### src/rtl/usart_rx.sv
// Fixed-format (8N1, LSB first) UART receiver with 16x oversampling,
// glitch rejection on the start bit, framing/overrun reporting and a ready/valid byte output.
module usart_rx (
   input  logic       comm_clock,
   input  logic       reset_n,
   input  logic [11:0] clock_divider,
   input  logic       rx_pin,
   output logic [7:0] rx_data,
   output logic       rx_valid,
   input  logic       rx_ready,
   output logic       framing_error,
   output logic       overrun_error,
   output logic       bit_clock_x16
);

   typedef enum logic [2:0] {IDLE, START, DATA, STOP, BREAK} state_t;

   state_t     state, state_nxt;
   logic [1:0] sync;
   logic       rx_s, rx_prev;
   logic [7:0] tick_cnt, tick_reload;
   logic       tick;
   logic [3:0] scnt;
   logic [2:0] bit_cnt;
   logic [7:0] shreg;
   logic       scnt_clr, sample, complete, ferr;

   assign rx_s          = sync[1];
   assign bit_clock_x16 = tick;

   // A divider below 16 still yields a strobe every cycle.
   assign tick_reload = (clock_divider[11:4] == 8'd0) ? 8'd0 : clock_divider[11:4] - 8'd1;

   always_ff @(posedge comm_clock or negedge reset_n) begin
      if (!reset_n) begin
         sync    <= 2'b11;
         rx_prev <= 1'b1;
      end else begin
         sync    <= {sync[0], rx_pin};
         rx_prev <= rx_s;
      end
   end

   // Free-running down counter; the divider is only looked at on reload.
   always_ff @(posedge comm_clock or negedge reset_n) begin
      if (!reset_n) begin
         tick_cnt <= 8'd0;
         tick     <= 1'b0;
      end else if (tick_cnt == 8'd0) begin
         tick_cnt <= tick_reload;
         tick     <= 1'b1;
      end else begin
         tick_cnt <= tick_cnt - 8'd1;
         tick     <= 1'b0;
      end
   end

   always_ff @(posedge comm_clock or negedge reset_n) begin
      if (!reset_n) state <= IDLE;
      else          state <= state_nxt;
   end

   always_comb begin
      state_nxt = state;
      scnt_clr  = 1'b0;
      sample    = 1'b0;
      complete  = 1'b0;
      ferr      = 1'b0;
      case (state)
         IDLE:
            if (rx_prev && !rx_s) begin
               state_nxt = START;
               scnt_clr  = 1'b1;
            end
         START:
            if (tick && scnt == 4'd7) begin
               scnt_clr  = 1'b1;
               state_nxt = rx_s ? IDLE : DATA;
            end
         DATA:
            if (tick && scnt == 4'd15) begin
               sample = 1'b1;
               if (bit_cnt == 3'd7) state_nxt = STOP;
            end
         STOP:
            if (tick && scnt == 4'd15) begin
               if (rx_s) begin
                  complete  = 1'b1;
                  state_nxt = IDLE;
               end else begin
                  ferr      = 1'b1;
                  state_nxt = BREAK;
               end
            end
         BREAK:
            if (rx_s) state_nxt = IDLE;
         default: state_nxt = IDLE;
      endcase
   end

   // scnt wraps 15 -> 0 on its own, which re-arms the next mid-bit sample.
   always_ff @(posedge comm_clock or negedge reset_n) begin
      if (!reset_n) begin
         scnt    <= 4'd0;
         bit_cnt <= 3'd0;
         shreg   <= 8'd0;
      end else begin
         if (scnt_clr)  scnt <= 4'd0;
         else if (tick) scnt <= scnt + 4'd1;
         if (state != DATA) bit_cnt <= 3'd0;
         else if (sample)   bit_cnt <= bit_cnt + 3'd1;
         if (sample) shreg <= {rx_s, shreg[7:1]};
      end
   end

   always_ff @(posedge comm_clock or negedge reset_n) begin
      if (!reset_n) begin
         rx_data       <= 8'h00;
         rx_valid      <= 1'b0;
         framing_error <= 1'b0;
         overrun_error <= 1'b0;
      end else begin
         framing_error <= ferr;
         overrun_error <= complete && rx_valid && !rx_ready;
         if (complete && (!rx_valid || rx_ready)) begin
            rx_data  <= shreg;
            rx_valid <= 1'b1;
         end else if (rx_valid && rx_ready) begin
            rx_valid <= 1'b0;
         end
      end
   end

endmodule

### config.mk
export PLATFORM = sky130hd
export DESIGN_NAME = usart_rx
export DESIGN_NICKNAME = d
export VERILOG_FILES = /design/src/rtl/usart_rx.sv
export SDC_FILE = /design/constraint.sdc
export NUM_CORES = 1
export LEC_CHECK = 0
export ABC_AREA = 1
export CORE_MARGIN = 2
export CORE_UTILIZATION = 45
export CTS_BUF_LIST = sky130_fd_sc_hd__clkbuf_16
export CTS_CLUSTER_SIZE = 30
export DETAILED_ROUTE_END_ITERATION = 6
export HOLD_SLACK_MARGIN = 0.1
export PLACE_DENSITY = 0.78
export SYNTH_ARGS = -nofsm -noshare
export SYNTH_HDL_FRONTEND = slang
export SYNTH_SLANG_ARGS = --single-unit
### constraint.sdc
create_clock -name comm_clock -period 1.3 [get_ports comm_clock]
set_input_delay 0.195 -clock comm_clock [delete_from_list [all_inputs] [get_ports comm_clock]]
set_output_delay 0.195 -clock comm_clock [all_outputs]
set_load 0.1 [all_outputs]
==> reports/metrics.csv <==
stage,metric,value,unit
critical_path,critical-path cell list,inv_2 -> buf_4 -> buf_4 -> buf_4 -> nand3_4 -> o21ai_1 -> nand3_1 -> o21ai_1,
critical_path,"most used cell, CP",buf_4,
placement,PortBufs,23,
yosys,Synth area leaders,"dfrtp_1 45%, nand2_1 12%, inv_1 7.1%, nor2_1 5.5%, o21ai_0 4.7%",
placement,dpl hpwl,3060,um
timing,fin crit period,1.37,ns
yosys,leading area contributor after synthesis,dfrtp_1,
grt,maximum number of pins on one net before global-route repair,31,
cells_and_area,post-layout util,71.3,%
cells_and_area,# nets final,348,
detailed_routing,drt pass-1 iters,5,
cells_and_area,Post-Layout Cell Count,378,
hold_path,worst min path class,in -> reg,
yosys,"count leader, synth",nand2_1,
critical_path,CP arrival,1.58,ns
grt,M2 GR Usage,31.5,%
grt,first-pass GRT wire length,7530,um
detailed_routing,DRT antenna net count,0,
cts,CTS tree,done,
critical_path,startpoint type of the worst setup path,flip-flop,
grt,initial antenna violation count,0,
yosys,syn_nets,278,
yosys,Synth top area share,45.1,%
power_and_ir_drop,Final Total Pwr,3.30,mW
yosys,Synth Flop Type,dfrtp_1,
outcome,outcome,"finished, violations left",
placement,GPL Wtd Cong,0.825,
power_and_ir_drop,Pleak,1.54,nW
cells_and_area,share of cells above drive strength 1,35.0,%
yosys,register area share after synthesis,48.8,%
floorplanning,full die area,5250,um2
detailed_routing,post-DR vias/cell,5.10,
yosys,mean post-synth cell area,8.27,um2
detailed_routing,wire per inst,13.6,um
power_and_ir_drop,peak supply drop,0.802,mV
yosys,Post-Syn Instances,255,
grt,total track usage,18.3,%
critical_path,Worst path slowest cell,dfrtp_1,
yosys,Synth top cells by count,"66 x nand2_1, 40 x inv_1, 38 x dfrtp_1, 31 x nor2_1, 20 x o21ai_0",
cts,clk slew on worst S/H paths,0.06,ns
detailed_routing,drt initial violations,142,
grt,met1 Usage GRT,21.9,%
critical_path,worst-path fanout max,3,
yosys,Post-Synthesis Cell Area,2110,um2
critical_path,crit path kind,reg -> reg,
cts,root buffer cell,clkbuf_16,
critical_path,"slowest stage delay, CP",0.39,ns
timing,setup TNS,-0.122,ns
placement,Placed Instances,354,
timing,final period utilization,105,%
outcome,violated checks,negative setup slack,
floorplanning,core area,4440,um2
timing,final setup vio count,7,
grt,vias in the first global route,1760,
timing,Max Clock Freq,0.731,GHz
timing,Slew HR,79.0,%
timing,Worst-Margin Slew,0.315,ns
yosys,Synth warnings,0,
yosys,Post-synth EDFFs,0,
timing,RSZ-0062 raised after global routing,yes,
floorplanning,# rows,24,
cts,H-tree depth,2,
floorplanning,Die Y,72.4,um
job,Max Cap Viol,0,
power_and_ir_drop,power density of the placed cells,1040,nW/um2
detailed_routing,routed wire length,5150,um
grt,gr busiest metal,met2,
timing,fin worst setup slack,-0.0685,ns
critical_path,"Req. time, crit path",1.51,ns
yosys,Async SR Flop Fraction,100,%
timing,WHS,0.323,ns
cts,clock insertion delay at the later pin of the skew report,0.29,ns
yosys,Seq cells post-synth,41,
cts,clk sinks,41,
floorplanning,starting density of the core,47.4,%
cells_and_area,P&R area growth vs syn,50.2,%
cts,CTS Buffer Depth,2,
grt,Overflow after GRT,0,
timing,Hold Fails Final Rpt,0,
yosys,Yosys cell types,25,
grt,M3 GR Usage,4.44,%
timing,Slew Limit Fails,0,
cells_and_area,antenna cells,0,
floorplanning,Die X,72.4,um
detailed_routing,via count,1928,
floorplanning,Ports,28,
critical_path,crit end category,flip-flop,
cts,CTS buffer count,5,
detailed_routing,Post-route DRC,0,
timing,clk_skew,0.00848,ns
worst paths after layout:
kind | depth (start not counted) | to | slack, ns | startpoint
worst max-delay path | 8 | tick_cnt[7] | -0.07 | tick_cnt[0]
worst min-delay path | 1 | sync[0] | 0.32 | rx_pin
worst max register to register | 8 | tick_cnt[7] | -0.07 | tick_cnt[0]
worst min register to register | 0 | sync[1] | 0.36 | sync[0]
max in group asynchronous | 3 | sync[0] | 0.43 | reset_n
min in group asynchronous | 2 | rx_data[0] | 0.33 | reset_n
through the flow:
| stage | setup slack [ns] | instance area, um2 |
|---|---|---|
| after global placement | -0.139 | 2720 |
| after floorplan | -0.144 | 2120 |
| final | -0.0685 | 3170 |
| after CTS | -0.0000868 | 2990 |
| after detailed placement | -0.190 | 2720 |
| after global routing | -0.135 | 3170 |
layout make-up:
type                            count  area, um2
Fill cell                         292       1280
Multi-Input combinational cell    171       1040
Sequential cell                    41       1040
Timing Repair Buffer               65        703
Inverter                           41        154
Clock buffer                        5        125
Tap cell                           52       65.1
Clock inverter                      3       41.3
cell families (layout without fill, tap and decap cells):
family | Yosys count | count (layout) | share of synthesized area (%)
buffers and inverters | 43 | 114 | 8.37
muxes | 1 | 1 | 0.475
and+or+nand+nor | 127 | 127 | 27.2
DFF | 41 | 41 | 48.8
xor gates and xnor gates | 5 | 5 | 2.08
adders and majority gates | 7 | 7 | 4.15
AOI/OAI and AO/OA | 31 | 31 | 8.84
timing repair:
item,in CTS,in global routing
hold buffers,1,0
buffers inserted,6,9
pin swaps,6,18
setup endpoints to repair,27,29
hold endpoints to repair,11,0
gates resized for setup,12,40
gates cloned,0,0
per-layer routing:
metal	vias to the layer above	routed length (um)
met5	-	0
met4	0	90
met3	9	229
met2	69	2830
met1	918	2010
li1	932	-
sequential cells by signal, indices dropped and copies added (netlist names), 2 cells and up:
signal    count
tick_cnt      8
sync          2
scnt          4
state         3
bit_cnt       3
shreg         8
rx_data       8
where the power goes:
| part | leakage, nW | switching (mW) | internal, mW |
|---|---|---|---|
| Combinational | 0.928 | 0.316 | 0.223 |
| Sequential | 0.530 | 0.0457 | 1.31 |
| Clock | 0.0775 | 0.506 | 0.899 |
| Total | 1.54 | 0.868 | 2.44 |
critical path: cells and delay by family (launching register included):
kind                   cells  cell delay, ns
AND/OR/NAND/NOR            2            0.20
flip-flops                 1            0.39
buffers and inverters      4            0.41
AO/OA/AOI/OAI              2            0.29
cells in the final DEF, fill, tap and decap left out, drive strengths merged, types with 3 or more instances in the layout:
cell type,Yosys,routed
nand2,71,71
dfstp,3,3
nor2,35,35
dfrtp,38,38
o21ai,29,29
clkdlybuf4s50,0,10
inv,41,41
clkbuf,0,5
ha,7,7
xor2,5,5
nand3,16,16
buf,2,54
Power figures use the tool's default switching activity.
